$ cat config.mk
export PLATFORM = sky130hd
export DESIGN_NAME = flow_sequencer
export DESIGN_NICKNAME = d
export VERILOG_FILES = /design/src/rtl/flow_sequencer.sv
export SDC_FILE = /design/constraint.sdc
export NUM_CORES = 1
export LEC_CHECK = 0
export ABC_AREA = 0
export CAP_MARGIN = 20
export CORE_MARGIN = 8
export CORE_UTILIZATION = 39
export DETAILED_ROUTE_END_ITERATION = 8
export GPL_TIMING_DRIVEN = 0
export PLACE_DENSITY = 0.86
export SLEW_MARGIN = 10
export SYNTH_ARGS = -nofsm -noshare
export SYNTH_HDL_FRONTEND = slang
export SYNTH_SLANG_ARGS = --single-unit
$ cat constraint.sdc
create_clock -name clk -period 1.31 [get_ports clk]
set_input_delay 0.262 -clock clk [delete_from_list [all_inputs] [get_ports clk]]
set_output_delay 0.262 -clock clk [all_outputs]
set_load 0.02 [all_outputs]
$ cat src/rtl/flow_sequencer.sv
// flow_sequencer: single arbitrated sequencer for CALL / RET / INT / RTI.
// Injects fixed micro-instruction streams into the FD register, holds the PC
// incrementor while a stream runs, and issues PC redirects.
// Optional feature macro: FLOW_SEQ_INT_EN (interrupt entry sequence, pending
// flag and ack). When undefined, int_flag is ignored and ack is tied low.
// Raw-strobe gating of the PC incrementor during the decode cycle belongs to
// the enclosing pipeline top; every output here is a pure register.
module flow_sequencer #(
  parameter logic [15:0] NOP_INSTR      = 16'h0000,
  parameter logic [15:0] PUSH_PCH_INSTR = 16'h6080,
  parameter logic [15:0] PUSH_PCL_INSTR = 16'h6100,
  parameter logic [15:0] PUSH_CCR_INSTR = 16'h6180,
  parameter logic [15:0] POP_PCL_INSTR  = 16'h6200,
  parameter logic [15:0] POP_PCH_INSTR  = 16'h6280,
  parameter logic [15:0] POP_CCR_INSTR  = 16'h6300,
  parameter logic [31:0] INT_VECTOR     = 32'h0000_0020
) (
  input  logic        clk,
  input  logic        reset,
  input  logic        call,
  input  logic        ret,
  input  logic        rti,
  input  logic [15:0] rdst_value,
  input  logic        int_flag,
  output logic        stall,
  output logic        inject,
  output logic [15:0] instr,
  output logic        pc_change,
  output logic [31:0] pc_value,
  output logic        ack
);

  typedef enum logic [3:0] {
    IDLE,
    CALL0, CALL1, CALL2,
    RET0,  RET1,  RET2,
    RTI0,  RTI1,  RTI2,  RTI3
`ifdef FLOW_SEQ_INT_EN
    , INT0, INT1, INT2, INT3
`endif
  } state_t;

  state_t      state;
  logic [15:0] rdst_latched;

`ifdef FLOW_SEQ_INT_EN
  logic int_pending;

  // Pending interrupt: any int_flag cycle sets it, entering INT0 clears it
  // (clear wins, so a request coinciding with entry collapses into that entry).
  always_ff @(posedge clk) begin
    if (reset) begin
      int_pending <= 1'b0;
    end else if (state == IDLE && !rti && !ret && !call && int_pending) begin
      int_pending <= 1'b0;
    end else if (int_flag) begin
      int_pending <= 1'b1;
    end
  end
`else
  logic unused_int_flag;
  assign unused_int_flag = int_flag;
  assign ack = 1'b0;
`endif

  // Sequencer: next state and the registered outputs for that state in one step.
  always_ff @(posedge clk) begin
    if (reset) begin
      state        <= IDLE;
      rdst_latched <= 16'h0000;
      stall        <= 1'b0;
      inject       <= 1'b0;
      instr        <= NOP_INSTR;
      pc_change    <= 1'b0;
      pc_value     <= 32'h0000_0000;
`ifdef FLOW_SEQ_INT_EN
      ack          <= 1'b0;
`endif
    end else begin
      stall     <= 1'b1;
      inject    <= 1'b1;
      instr     <= NOP_INSTR;
      pc_change <= 1'b0;
      pc_value  <= 32'h0000_0000;
`ifdef FLOW_SEQ_INT_EN
      ack       <= 1'b0;
`endif
      case (state)
        IDLE: begin
          if (rti) begin
            state <= RTI0;
            instr <= POP_CCR_INSTR;
          end else if (ret) begin
            state <= RET0;
            instr <= POP_PCL_INSTR;
          end else if (call) begin
            state        <= CALL0;
            instr        <= PUSH_PCH_INSTR;
            rdst_latched <= rdst_value;
`ifdef FLOW_SEQ_INT_EN
          end else if (int_pending) begin
            state <= INT0;
            instr <= PUSH_PCH_INSTR;
            ack   <= 1'b1;
`endif
          end else begin
            state  <= IDLE;
            stall  <= 1'b0;
            inject <= 1'b0;
          end
        end
        CALL0: begin
          state <= CALL1;
          instr <= PUSH_PCL_INSTR;
        end
        CALL1: begin
          state     <= CALL2;
          pc_change <= 1'b1;
          pc_value  <= {16'h0000, rdst_latched};
        end
        RET0: begin
          state <= RET1;
          instr <= POP_PCH_INSTR;
        end
        RET1: begin
          state <= RET2;
        end
        RTI0: begin
          state <= RTI1;
          instr <= POP_PCL_INSTR;
        end
        RTI1: begin
          state <= RTI2;
          instr <= POP_PCH_INSTR;
        end
        RTI2: begin
          state <= RTI3;
        end
`ifdef FLOW_SEQ_INT_EN
        INT0: begin
          state <= INT1;
          instr <= PUSH_PCL_INSTR;
        end
        INT1: begin
          state <= INT2;
          instr <= PUSH_CCR_INSTR;
        end
        INT2: begin
          state     <= INT3;
          pc_change <= 1'b1;
          pc_value  <= INT_VECTOR;
        end
`endif
        default: begin
          state  <= IDLE;
          stall  <= 1'b0;
          inject <= 1'b0;
        end
      endcase
    end
  end

endmodule

Yosys cells after proc, flatten, opt, wreduce, memory -nomap -nowiden
Cells that the tools add are included.
{"block": "totals", "in_bits": 22, "wordCells": 35, "ff_bits": 70, "output_inout_bits": 52}
{"block": "classes", "muxes": 13, "bitwise_logic": 3, "reduce_logical": 5, "n_eq_ne": 7}
{"cell": "case mux 15 bit (4 select lines)", "count": 1}
{"cell": "two-way mux 15 bit", "count": 3}
{"cell": "case mux 4 bit (8 select lines)", "count": 1}
{"cell": "== test 4 x 3 -> 1 bit, second input constant", "count": 3}
{"cell": "== test 4 bit, second input constant", "count": 2}
{"cell": "OR reduction 7 bit", "count": 1}
{"cell": "two-way mux 3 bit", "count": 2}
{"cell": "two-way mux 1 bit", "count": 5}
{"cell": "== test 4 x 1 -> 1 bit, second input constant", "count": 1}
{"cell": "== test 4 x 2 -> 1 bit, second input constant", "count": 1}
{"cell": "logical NOT 4 bit", "count": 1}
{"cell": "AND reduction 4 bit", "count": 1}
{"cell": "OR reduction 2 bit", "count": 2}
{"cell": "inverter 1 bit", "count": 3}
{"cell": "case mux 1 bit (2 select lines)", "count": 1}

Logic depth before layout (Yosys ltp)
{"block": "depth", "ltp_word": 4, "depth_mapped": 5, "ltp_nobuf": 3}

Worst setup path before layout
No wires, ideal clock.
{"block": "synth_path", "kind": "register -> register", "startpoint": "reg state[3]", "endpoint": "reg rdst_latched[0]", "path_slack_ns": -0.045, "path_buffers": 2, "required_ns": 1.238, "period_less_slack_ns": 1.355, "setup_time_ns": 0.072, "stages_incl_launch_ff": 6, "arrival_time_ns": 1.284, "path_cell_list": "dfxtp_1 or2_1 nor4b_2 buf_4 buf_8 mux2i_1"}
{"block": "synth_via", "elab_chain_cells": 2}
{"element": "start, declared", "line_no": "43", "source": "state_t state;"}
{"element": "start signal, assigned", "line_no": "69", "source": "state <= IDLE;"}
{"element": "start signal, assigned", "line_no": "91", "source": "state <= RTI0;"}
{"element": "start signal, assigned", "line_no": "94", "source": "state <= RET0;"}
{"element": "logical NOT 4 bit", "line_no": "88", "source": "case (state)"}
{"element": "AND reduction 4 bit (no line)"}
{"element": "end signal, assigned", "line_no": "99", "source": "rdst_latched <= rdst_value;"}
{"element": "end, declared", "line_no": "44", "source": "logic [15:0] rdst_latched;"}
Every way passes these cells.
A chain may end at the register's enable or synchronous reset.

Worst setup path after layout
{"block": "layout_path", "startpoint": "reg state[3]", "endpoint": "reg pc_value[14]"}
{"block": "layout_via", "elab_chain_cells": 3}
{"element": "== test 4 x 2 -> 1 bit", "line_no": "88"}
{"element": "inverter 1 bit (no line)"}
{"element": "OR reduction 2 bit (no line)"}
{"element": "end signal, assigned", "line_no": "119", "source": "pc_value <= {16'h0000, rdst_latched};"}
{"element": "end, declared", "line_no": "29", "source": "output logic [31:0] pc_value,"}
Every way passes these cells.

==> flow_summary.yaml <==
pwr:
  ir_worst_vdd_v: 0.0003846
  p_int_mw: 2.140
  p_sw_mw: 0.8910
  clock_power_share_pct: 27.4
  p_sw_share_pct: 29.40
  p_comb_share_pct: 26.8
  p_leak_nw: 1.263
  p_per_area_nw_per_um2: 1110
  power_frac_seq_pct: 45.8
detailed_routing:
  wl_microns: 4509
  drt_iter0_drc: 60
  first_pass_iters: 4
  ant_nets: 0
  routedWlPerCell_microns: 13.46
  viasPerCell: 4.382
  vias: 1468
  post-route-drc-count: 0
timing:
  finalSetupTns_ns: -2.245
  setup_violations: 34
  min_period_over_period_pct: 108.3
  finalWorstSetupSlack_ns: -0.1082
  max_freq_mhz: 705.1
  final-hold-violation-count: 0
  report.final.slew_viol_count: 0
  skew_ns: 0.002869
  grt_setup_unrepaired: "yes"
  min_period_ns: 1.418
global_route:
  grtUsageMet2_pct: 21.02
  use_met1_pct: 13.65
  grt-ovfl-total: 0
  grt_max_degree: 14
  use_met3_pct: 5.502
  grtUsageTotal_pct: 12.75
  first_global_vias: 1581
  antenna_found_initial: 0
  grt_pass1_wl_microns: 7307
  busiest_layer: "met2"
synthesis:
  seq_area_frac_synth_pct: 44.65
  yosysWarnings: 0
  ys_types: 33
  yosysTopAreaCellShare_pct: 44.65
  netlist_top_cells_area: "dfxtp_1 (45%), buf_4 (12%), nand2b_1 (11%)"
  synth_area_sq_um: 1883
  synth_area_per_cell_sq_um: 9.808
  yosys.area.top_type: "dfxtp_1"
  synthCells: 192
  synth_seq_cells: 42
setup_path:
  arrival_ns: 1.67
  reg2reg_slack_ns: -0.11
  startpoint_type: "flop"
  critPathKind: "flop to flop"
  crit_path_max_fanout: 5
  cp-end-kind: "flop"
  worstPathRequired_ns: 1.56
clock_tree:
  cts_tree: "done"
  cts_buffer_depth: 2
  h-tree-depth: 2
  insertion_delay_ns: 0.30
  clkTransAtPathRegs_ns: 0.08
  root_buffer: "clkbuf_8"
  cts_buffers: 5
  cts_sinks: 42
final_layout:
  drive_above_1_share_pct: 25.27
  diodes: 0
  syn_to_final_growth_pct: 44.98
  final_util_pct: 58.19
  finalNetCount: 302
  layout.cells.non_filler: 335
placed_design:
  place_congestion: 0.8464
  numPortBuffers: 44
  dp_hpwl_microns: 3058
  placedCellCount: 317
die:
  die_h_microns: 85.49
  start_util_pct: 40.13
  die_x_microns: 85.49
  die-area_sq_um: 7308
  rows: 25
  core_sq_um: 4692
  ios: 74
job:
  max_cap_violations: 0
status:
  status: "finished, violations left"
  violations: "negative setup slack"
hold_path:
  hp-class: "flop to flop"
==> layout by cell type, fill, tap and decap left out, types with 2 or more instances in the layout <==
cell and n:
a31oi_1 3, and2_1 13, and2_4 3, buf_4 35
buf_6 6, buf_8 2, clkbuf_1 4, clkbuf_2 2
clkbuf_8 5, clkdlybuf4s50_1 17, conb_1 28, dfxtp_1 38
dfxtp_2 3, dlygate4sd2_1 25, mux2i_1 16, nand2_1 3
nand2b_1 32, nor2_1 6, nor2b_1 3, nor3_1 3
nor4_1 3, o21ai_0 2, o21ai_1 2, or4_4 2
==> metal layers <==
metal  wire [microns]  part of all wire [%]  up-vias
met5                0                     0        -
li1                 -                     -      746
met3              360                   8.0        7
met4               76                   1.7        0
met2             2123                    47       56
met1             1947                    43      659
==> power by group through the flow <==
stage / combinational [mW] / clock, mW / sequential, mW
after global placement: 0.691 / 0 / 1.41
after CTS: 0.791 / 0.849 / 1.38
final: 0.811 / 0.830 / 1.39
after global routing: 0.868 / 0.901 / 1.40
after detailed placement: 0.701 / 0 / 1.41
after floorplan: 0.451 / 0 / 1.45
==> worst max-delay path, cell delays in order, from the launching register on <==
cell,delay [ns]
dfxtp_4,0.36
or4b_4,0.53
nor2_4,0.20
buf_6,0.15
and2_4,0.13
==> cells in the mapped netlist <==
cell       count
buf_6          2
or4_1          2
a2111oi_0      1
or2_1          1
nor2b_1        3
buf_2          1
nor4_1         3
dfxtp_1       42
nor2_4         1
inv_1          1
nor3b_1        2
o21ai_1        2
buf_4         31
xnor2_1        1
nand2_1        3
or4b_1         1
nor4b_2        1
a31oi_1        3
clkbuf_1       7
o211a_1        1
nor2_1         6
or3b_1         1
conb_1         1
or4b_4         1
nor3_1         3
mux2i_1       16
nand2b_1      32
o21a_1         1
o21ai_0        2
a22oi_1        1
a21oi_1        2
buf_8          1
and2_1        16
==> per-stage QoR <==
| stage | hold slack [ns] | total power [mW] | area [sq um] | worst slack (ns) |
|---|---|---|---|---|
| 3_3_place_gp | 0.4390 | 2.101 | 2499 | -0.6754 |
| 2_1_floorplan | 0.4173 | 1.897 | 1991 | -0.03004 |
| 5_1_grt | 0.4857 | 3.168 | 2730 | -0.1708 |
| 6_report | 0.4663 | 3.031 | 2730 | -0.1082 |
| 4_1_cts | 0.4673 | 3.023 | 2725 | -0.1242 |
| 3_5_place_dp | 0.4417 | 2.115 | 2499 | -0.7002 |
==> path summary, 6_finish.rpt <==
path         depth (start not counted)             from           end
min                                  1  rdst_latched[0]   pc_value[0]
max                                  4         state[3]  pc_value[14]
min reg2reg                          1  rdst_latched[0]   pc_value[0]
max reg2reg                          4         state[3]  pc_value[14]
==> flip-flops by register name, summed over array words and instances, names as in the netlist <==
name          flops
inject            1
instr             4
pc_value         16
state             4
rdst_latched     16
pc_change         1
==> cells by family (layout without fill, tap and decap cells) <==
family / count (synthesis) / in the layout / share of synthesized area [%]
AOI/OAI and AO/OA: 13 / 13 / 4.386
DFF: 42 / 42 / 44.65
xor gates and xnor gates: 1 / 1 / 0.4652
and+or+nand+nor: 76 / 76 / 25.58
other: 1 / 28 / 0.1991
muxes: 16 / 16 / 8.505
buffers and inverters: 43 / 105 / 16.21
==> cell type report <==
cell class | instances | area, sq um
flip-flops and latches | 42 | 848.3
repair buffers | 55 | 529.3
clock inverters | 2 | 13.76
multi-input cells | 134 | 879.6
fillers | 412 | 1962
clock buffers | 6 | 72.57
inverters | 1 | 3.754
plain buffers | 41 | 315.3
well taps | 54 | 67.56
==> repair_timing <==
action	4_1_cts	5_1_grt
cloned	2	0
buffers inserted	9	0
pin swaps	10	3
endpoints found under the hold margin	0	0
resized for setup	49	12
endpoints found under the setup margin	57	41
hold buffers	0	0
Note: power is estimated with default switching activity, not from simulation.
